==> src/rtl/store_buffer_if.sv <==
`default_nettype none
// ============================================================================
// store_buffer_if : store request, memory write port and load-hazard bundle
// Revision 1.0
// ============================================================================
interface store_buffer_if;
   logic        st_valid;
   logic        st_ready;
   logic [31:0] st_addr;
   logic [31:0] st_data;
   logic [2:0]  st_func3;
   logic        mem_valid;
   logic        mem_ready;
   logic [31:0] mem_addr;
   logic [31:0] mem_wdata;
   logic [3:0]  mem_wstrb;
   logic [31:0] ld_addr;
   logic        ld_conflict;
   logic        misalign_err;
   logic        drained;

   // Pipeline / memory side
   modport master (
      output st_valid, st_addr, st_data, st_func3, mem_ready, ld_addr,
      input  st_ready, mem_valid, mem_addr, mem_wdata, mem_wstrb,
             ld_conflict, misalign_err, drained
   );

   // Store buffer side
   modport slave (
      input  st_valid, st_addr, st_data, st_func3, mem_ready, ld_addr,
      output st_ready, mem_valid, mem_addr, mem_wdata, mem_wstrb,
             ld_conflict, misalign_err, drained
   );
endinterface
`default_nettype wire

==> src/rtl/store_buffer.sv <==
`default_nettype none
// ============================================================================
// store_buffer : formats stores into byte lanes/strobes and queues them in a
//                FIFO drained to data memory; flags misaligned stores and RAW hazards
// Revision 1.0
// ============================================================================
module store_buffer #(
   parameter int DEPTH = 2
) (
   input  wire logic       clk,
   input  wire logic       rst,
   store_buffer_if.slave   bus
);
   localparam int PTR_W = (DEPTH > 1) ? $clog2(DEPTH) : 1;
   localparam int CNT_W = PTR_W + 1;

   logic [29:0]      ent_addr_q  [DEPTH];
   logic [29:0]      ent_addr_d  [DEPTH];
   logic [31:0]      ent_wdata_q [DEPTH];
   logic [31:0]      ent_wdata_d [DEPTH];
   logic [3:0]       ent_wstrb_q [DEPTH];
   logic [3:0]       ent_wstrb_d [DEPTH];
   logic [PTR_W-1:0] wr_ptr_q, wr_ptr_d;
   logic [PTR_W-1:0] rd_ptr_q, rd_ptr_d;
   logic [CNT_W-1:0] count_q, count_d;
   logic             misalign_err_q, misalign_err_d;
   logic             drained_q, drained_d;

   logic [1:0]       off;
   logic [31:0]      fmt_wdata;
   logic [3:0]       fmt_wstrb;
   logic             illegal;
   logic             st_fire, enq, deq, not_empty;
   logic             conflict;
   logic             unused_ld_bits;

   assign unused_ld_bits = ^bus.ld_addr[1:0];

   always_comb begin
      off       = bus.st_addr[1:0];
      fmt_wdata = '0;
      fmt_wstrb = '0;
      illegal   = 1'b0;
      case (bus.st_func3)
         3'b000: begin
            fmt_wdata = {24'b0, bus.st_data[7:0]} << {off, 3'b000};
            fmt_wstrb = 4'b0001 << off;
         end
         3'b001: begin
            illegal   = off[0];
            fmt_wdata = {16'b0, bus.st_data[15:0]} << {off, 3'b000};
            fmt_wstrb = 4'b0011 << off;
         end
         3'b010: begin
            illegal   = (off != 2'b00);
            fmt_wdata = bus.st_data;
            fmt_wstrb = 4'b1111;
         end
         default: illegal = 1'b1;
      endcase
   end

   // st_ready decodes only the registered count, so a full buffer never
   // accepts in the cycle it dequeues
   assign bus.st_ready = (count_q < CNT_W'(DEPTH));
   assign not_empty    = (count_q != '0);
   assign st_fire      = bus.st_valid && bus.st_ready;
   assign enq          = st_fire && !illegal;
   assign deq          = not_empty && bus.mem_ready;

   always_comb begin
      ent_addr_d     = ent_addr_q;
      ent_wdata_d    = ent_wdata_q;
      ent_wstrb_d    = ent_wstrb_q;
      wr_ptr_d       = wr_ptr_q;
      rd_ptr_d       = rd_ptr_q;
      count_d        = count_q;
      misalign_err_d = st_fire && illegal;
      if (enq) begin
         ent_addr_d[wr_ptr_q]  = bus.st_addr[31:2];
         ent_wdata_d[wr_ptr_q] = fmt_wdata;
         ent_wstrb_d[wr_ptr_q] = fmt_wstrb;
         wr_ptr_d              = wr_ptr_q + PTR_W'(1);
      end
      if (deq) begin
         rd_ptr_d = rd_ptr_q + PTR_W'(1);
      end
      case ({enq, deq})
         2'b10:   count_d = count_q + CNT_W'(1);
         2'b01:   count_d = count_q - CNT_W'(1);
         default: count_d = count_q;
      endcase
      drained_d = (count_d == '0);
   end

   // Entry i is live when its distance from the head is below count
   always_comb begin
      conflict = 1'b0;
      for (int i = 0; i < DEPTH; i++) begin
         if ((CNT_W'(PTR_W'(i) - rd_ptr_q) < count_q) &&
             (ent_addr_q[i] == bus.ld_addr[31:2])) begin
            conflict = 1'b1;
         end
      end
   end

   always_ff @(posedge clk) begin
      if (rst) begin
         for (int i = 0; i < DEPTH; i++) begin
            ent_addr_q[i]  <= '0;
            ent_wdata_q[i] <= '0;
            ent_wstrb_q[i] <= '0;
         end
         wr_ptr_q       <= '0;
         rd_ptr_q       <= '0;
         count_q        <= '0;
         misalign_err_q <= 1'b0;
         drained_q      <= 1'b1;
      end else begin
         ent_addr_q     <= ent_addr_d;
         ent_wdata_q    <= ent_wdata_d;
         ent_wstrb_q    <= ent_wstrb_d;
         wr_ptr_q       <= wr_ptr_d;
         rd_ptr_q       <= rd_ptr_d;
         count_q        <= count_d;
         misalign_err_q <= misalign_err_d;
         drained_q      <= drained_d;
      end
   end

   assign bus.mem_valid    = not_empty;
   assign bus.mem_addr     = not_empty ? {ent_addr_q[rd_ptr_q], 2'b00} : 32'h0;
   assign bus.mem_wdata    = not_empty ? ent_wdata_q[rd_ptr_q] : 32'h0;
   assign bus.mem_wstrb    = not_empty ? ent_wstrb_q[rd_ptr_q] : 4'h0;
   assign bus.ld_conflict  = conflict;
   assign bus.misalign_err = misalign_err_q;
   assign bus.drained      = drained_q;
endmodule
`default_nettype wire
==> src/flat_wrapper.sv <==
// flat-port wrapper written by rule: the top's interface ports become plain ports
module store_buffer_flat 
#(
   parameter int DEPTH = 2
)
  (clk, rst, bus_st_valid, bus_st_addr, bus_st_data, bus_st_func3, bus_mem_ready, bus_ld_addr, bus_st_ready, bus_mem_valid, bus_mem_addr, bus_mem_wdata, bus_mem_wstrb, bus_ld_conflict, bus_misalign_err, bus_drained);
  store_buffer_if bus_i ();
  input  wire logic clk;
  input  wire logic rst;
  input wire logic [$bits(bus_i.st_valid)-1:0] bus_st_valid;
  input wire logic [$bits(bus_i.st_addr)-1:0] bus_st_addr;
  input wire logic [$bits(bus_i.st_data)-1:0] bus_st_data;
  input wire logic [$bits(bus_i.st_func3)-1:0] bus_st_func3;
  input wire logic [$bits(bus_i.mem_ready)-1:0] bus_mem_ready;
  input wire logic [$bits(bus_i.ld_addr)-1:0] bus_ld_addr;
  output wire logic [$bits(bus_i.st_ready)-1:0] bus_st_ready;
  output wire logic [$bits(bus_i.mem_valid)-1:0] bus_mem_valid;
  output wire logic [$bits(bus_i.mem_addr)-1:0] bus_mem_addr;
  output wire logic [$bits(bus_i.mem_wdata)-1:0] bus_mem_wdata;
  output wire logic [$bits(bus_i.mem_wstrb)-1:0] bus_mem_wstrb;
  output wire logic [$bits(bus_i.ld_conflict)-1:0] bus_ld_conflict;
  output wire logic [$bits(bus_i.misalign_err)-1:0] bus_misalign_err;
  output wire logic [$bits(bus_i.drained)-1:0] bus_drained;
  assign bus_i.st_valid = bus_st_valid;
  assign bus_i.st_addr = bus_st_addr;
  assign bus_i.st_data = bus_st_data;
  assign bus_i.st_func3 = bus_st_func3;
  assign bus_i.mem_ready = bus_mem_ready;
  assign bus_i.ld_addr = bus_ld_addr;
  assign bus_st_ready = bus_i.st_ready;
  assign bus_mem_valid = bus_i.mem_valid;
  assign bus_mem_addr = bus_i.mem_addr;
  assign bus_mem_wdata = bus_i.mem_wdata;
  assign bus_mem_wstrb = bus_i.mem_wstrb;
  assign bus_ld_conflict = bus_i.ld_conflict;
  assign bus_misalign_err = bus_i.misalign_err;
  assign bus_drained = bus_i.drained;
  store_buffer #(.DEPTH(DEPTH)) u_core (.clk(clk), .rst(rst), .bus(bus_i));
endmodule
==> config.mk <==
export PLATFORM = sky130hd
export DESIGN_NAME = store_buffer_flat
export DESIGN_NICKNAME = d
export VERILOG_FILES = /design/src/rtl/store_buffer_if.sv /design/src/rtl/store_buffer.sv /design/src/flat_wrapper.sv
export SDC_FILE = /design/constraint.sdc
export NUM_CORES = 1
export LEC_CHECK = 0
export CORE_UTILIZATION = 53
export DETAILED_ROUTE_END_ITERATION = 8
export HOLD_SLACK_MARGIN = 0.12
export PLACE_DENSITY = 0.85
export SLEW_MARGIN = 0
export SYNTH_ARGS = -nofsm -noshare
export SYNTH_HDL_FRONTEND = slang
export SYNTH_SLANG_ARGS = --single-unit
==> constraint.sdc <==
create_clock -name clk -period 2.66 [get_ports clk]
set_input_delay 0.266 -clock clk [delete_from_list [all_inputs] [get_ports clk]]
set_output_delay 0.266 -clock clk [all_outputs]
set_load 0.02 [all_outputs]
; ---- Word-level counts from Yosys, hierarchy flattened
; Cells that the tools add are included.
; Widths: inputs -> output; s select.
[word_totals]
reg_bits = 138
in_bits = 103
out_inout_bits = 73
word_cells = 74
[classes]
addsub = 6
magnitude_cmp = 6
eq_ne = 6
shifts = 4
n_mux = 27
bitwise_logic = 2
n_reduce_logical = 12
[op_table]
columns = operator, n
row1 = $mux 32, 6
row2 = $mux 30, 4
row3 = $pmux 32 s3, 1
row4 = $bwmux 64, 1
row5 = $bwmux 60, 1
row6 = $eq 30x30->1, 2
row7 = $demux 32 s1, 1
row8 = $shl 16x5->32, 1
row9 = $shl 8x5->32, 1
row10 = $demux 30 s1, 1
row11 = $mux 4, 5
row12 = $pmux 4 s3, 1
row13 = $bwmux 8, 1
row14 = $logic_and 1x1->1, 7
row15 = $demux 4 s1, 1
row16 = $ge 2x2->1 const B, 2
row17 = $lt 2x2->1, 2
row18 = $not 1->2, 2
row19 = $pmux 2 s2, 1
row20 = $reduce_bool 2->1, 2
row21 = $shl 1x2->4 const A, 1
row22 = $shl 2x2->4 const A, 1
row23 = $sub 1x1->2 const A, 2
row24 = $eq 3x1->1 const B, 1
row25 = other kinds (13), 15

; ---- Longest topological paths before layout
[logic_depth]
depth_word = 7
mapped_depth = 8

; ---- Least setup slack after synthesis
; OpenSTA, ideal clock, no wires.
[synth_path]
path_kind = register to output
from = reg u_core.count_q[1]
to = out bus_ld_conflict
arrival_time_ns = 1.787
required_time_ns = 2.394
setup_slack_ns = 0.607
stages_incl_launch_ff = 7
path_cell_list = dfxtp_1 -> inv_1 -> ha_1 -> nor4_1 -> nand4_1 -> or4_1 -> o21ai_0
[synth_via]
elab_chain_len = 4
word_cells_on_any_way = 6
cone_classes = 2 x order compare / 2 x mux / 2 x reduce/logical
[synth_rtl]
columns = item, line
row1 = "start, declared", store_buffer.sv:25  ; logic [CNT_W-1:0] count_q, count_d;
row2 = "start signal, assigned", store_buffer.sv:125  ; count_q <= count_d;
row3 = $lt 2x2->1, store_buffer.sv:100  ; if ((CNT_W'(PTR_W'(i) - rd_ptr_q) < count_q) &&
row4 = $logic_and 1x1->1, store_buffer.sv:100
row5 = $mux 1, store_buffer.sv:100
row6 = $mux 1 *, store_buffer.sv:100
row7 = "end, declared", flat_wrapper.sv:21  ; output wire logic [$bits(bus_i.ld_conflict)-1:0] bus_ld_conflict;
; Mark *: on every way between the ends. The rest lies on a longest branch, timed or not.

; ---- Final worst setup path
[layout_path]
from = reg u_core.rd_ptr_q
to = out bus_mem_addr[22]
[layout_via]
elab_chain_len = 5
[layout_rtl]
columns = item, line
row1 = "start, declared", store_buffer.sv:24  ; logic [PTR_W-1:0] rd_ptr_q, rd_ptr_d;
row2 = "start signal, assigned", store_buffer.sv:124  ; rd_ptr_q <= rd_ptr_d;
row3 = $not 1->2 (implied by the code), store_buffer.sv:132  ; assign bus.mem_addr = not_empty ? {ent_addr_q[rd_ptr_q], 2'b00} : 32'h0;
row4 = $mux 30 (implied by the code) (3 in a row), store_buffer.sv:132
row5 = $mux 32, store_buffer.sv:132
row6 = "end, declared", flat_wrapper.sv:18  ; output wire logic [$bits(bus_i.mem_addr)-1:0] bus_mem_addr;
; Every way passes these cells. The select of a mux whose other input is x is not followed.

==> run_results.csv <==
group,metric,value,unit
run_status,outcome,"completed",
detailed_routing,drtIter0Drc,764,
detailed_routing,ant_nets,0,
setup_path,path_class,"reg2out",
timing,tightest_slew,622.7,ps
setup_path,critPathArrivalTime,2310,ps
cells_and_area,antenna_cells,0,
synthesis,synth_edf_count,0,
timing,fmax,0.3877,GHz
cells_and_area,final_cell_mix,"nor2_1, clkdlybuf4s50_1, nand2_1, dfxtp_1, a21oi_1",
grt,top_usage_layer,"met2",
cells_and_area,syn2layout_area_growth,37.20,%
clock_network,cts_sinks,138,
placement,preCtsSetupSlack,-178.7,ps
clock_network,clk_pin_slew_worst_paths,60,ps
die,rows,41,
grt,use_met1,41.03,%
detailed_routing,firstDrtPassIters,5,
setup_path,cp_slowest_cell,"clkdlybuf4s50_1",
detailed_routing,vias,7051,
detailed_routing,drc,0,
setup_path,worst_setup_path_start_kind,"flop",
timing,timing.final.hold_violations,0,
job,drv_cap,0,
timing,fin_worst_skew,5.329,ps
timing,fin_crit_sh,96.97,%
timing,final.min_clock_period,2579,ps
timing,fin_hold_ws,299.2,ps
placement,placed_cell_area,9123,µm²
clock_network,cts_inserted_buffers,17,
clock_network,htree_num_levels,4,
synthesis,ys_ff_latch,138,
power,p_total,5.762,mW
clock_network,clock_latency,420,ps
cells_and_area,num-nets-final,1189,
timing,slew_headroom,58.38,%
hold_path,hold_class,"in2reg",
setup_path,crit_chain,"buf_6 -> buf_12 -> mux2i_1 -> nor2_1 -> clkdlybuf4s50_1",
cells_and_area,final_util,75.91,%
grt,use_met3,5.669,%
detailed_routing,vias_per_cell,5.556,
grt,grt_overflow_total,0,
cells_and_area,final_area,9774,µm²
detailed_routing,wl_per_cell,17.07,µm
synthesis,synth_area,7124,µm²
synthesis,ys_types,46,
clock_network,cts_tree,"done",
placement,gp_congestion,0.9046,
die,core-area,12880,µm²
setup_path,required,2390,ps
cells_and_area,fin_cells,1269,
grt,grt_max_degree,47,
die,die_area,13910,µm²
grt,grt_pass1_vias,6739,
clock_network,cts-root-buf,"clkbuf_16",
placement,placed_cells,1237,
cells_and_area,drive_above_1_share,9.116,%
setup_path,max_stage_delay,690,ps
power,pwr_density_cell,589.5,nW/µm²
synthesis,async_flop_share,0,%
grt,grt_usage,31.17,%
synthesis,avgSynthCellArea,7.769,µm²
timing,setup-tns-final,0,ps
setup_path,path_max_fanout,30,
grt,grt_first_pass_wirelength,34240,µm
synthesis,yosysWarnings,0,
timing,setup-violations-final,0,
power,irDropWorstVdd,0.3915,mV
die,die_w,117.9,µm
die,die_h,117.9,µm
detailed_routing,drt-total-wl,21660,µm
cells_and_area,layout_commonest_cell,"nor2_1",
setup_path,cp-end-kind,"primary output",
timing,fin_ws,80.70,ps
clock_network,cts_hold_buf,0,
timing,rsz0062_at_grt,"no",
timing,slew_viol_final,0,
synthesis,synthCells,917,
synthesis,synth-main-ff-cell,"dfxtp_1",
placement,dp_hpwl,14940,µm
die,initial_utilization,55.33,%
power,p_leak,3.460,nW
grt,antenna_found_initial,0,
synthesis,synth-seq-area-share,38.78,%
placement,io_buffers,171,
cells_and_area,num-fill-cells,929,
clock_network,clockBufferDepth,2,
grt,grtUsageMet2,48.97,%
die,io_pins,176,
layer usage:
layer  part of all wire (%)  wire (µm)
met5                      0          0
met4                    3.7        798
met3                    7.4       1593
met2                     47      10070
met1                     42       9197
critical path, delay by kind of cell, from the launching register on:
kind / cells / cell delay, ps
mux: 1 / 130
simple gates: 1 / 160
buf+inv: 3 / 1230
flops: 1 / 360
where the power goes:
group / switching (mW) / total (mW) / internal, mW
Clock: 0.889 / 2.47 / 1.58
Sequential: 0.0505 / 2.19 / 2.14
Combinational: 0.624 / 1.11 / 0.486
Total: 1.56 / 5.76 / 4.20
Yosys cell counts (4+ instances only):
| cell | number | area (µm²) |
|---|---|---|
| inv_1 | 4 | 15.01 |
| nor2_1 | 171 | 641.9 |
| xor2_1 | 51 | 446.7 |
| and2_1 | 9 | 56.30 |
| clkbuf_1 | 27 | 101.4 |
| nor4_1 | 12 | 75.07 |
| buf_1 | 4 | 15.01 |
| buf_2 | 17 | 85.08 |
| nor3_2 | 4 | 40.04 |
| a221o_1 | 8 | 80.08 |
| xnor2_1 | 12 | 105.1 |
| nand3_1 | 16 | 80.08 |
| o21ai_1 | 5 | 25.02 |
| o21ai_0 | 7 | 35.03 |
| nand2_1 | 160 | 600.6 |
| mux2i_1 | 66 | 660.6 |
| buf_4 | 19 | 142.6 |
| nand4_1 | 6 | 37.54 |
| nor3_1 | 46 | 230.2 |
| a22oi_1 | 8 | 60.06 |
| a21oi_1 | 87 | 435.4 |
| a22o_1 | 7 | 61.31 |
| dfxtp_1 | 138 | 2763 |
final cells by class:
class / count / area, µm² / area share (%)
Multi-Input combinational cell: 707 / 4016 / 41.09
Clock buffer: 22 / 485.5 / 4.967
Clock inverter: 10 / 138.9 / 1.421
Tap cell: 172 / 215.2 / 2.202
Inverter: 4 / 15.01 / 0.1536
Sequential cell: 138 / 2766 / 28.30
Timing Repair Buffer: 216 / 2137 / 21.86
sequential cells by signal (all words and copies together), names as in the netlist:
signal                   flops
u_core.ent_wdata_q          64
u_core.ent_addr_q           60
u_core.ent_wstrb_q           8
u_core.count_q               2
u_core.bus.drained           1
u_core.bus.misalign_err      1
u_core.rd_ptr_q              1
u_core.wr_ptr_q              1
final timing paths:
path	start	endpoint	slack (ps)	cells past startpoint
worst max-delay path	u_core.rd_ptr_q	bus_mem_addr[22]	80	5
worst min-delay path	rst	u_core.ent_addr_q[59]	300	2
worst max register to register	u_core.count_q[1]	u_core.bus.drained	510	8
worst min register to register	u_core.ent_wstrb_q[4]	u_core.ent_wstrb_q[4]	450	2
logic make-up (layout without fill, tap and decap cells):
group | Yosys count | after routing | synth area share [%]
AND/OR/NAND/NOR | 442 | 442 | 27.13
multiplexers | 67 | 67 | 9.431
other | 1 | 2 | 0.05264
AO/OA/AOI/OAI | 131 | 131 | 11.15
XOR/XNOR | 63 | 63 | 7.745
adder cells (fa/ha/maj) | 2 | 2 | 0.3512
flip-flops | 138 | 138 | 38.78
buffers and inverters | 73 | 252 | 5.356
timing repair:
action	in CTS	in global routing
hold endpoints to repair	0	0
endpoints found under the setup margin	31	1
buffers inserted	0	0
gates resized for setup	9	2
Note: power is estimated with default switching activity, not from simulation.
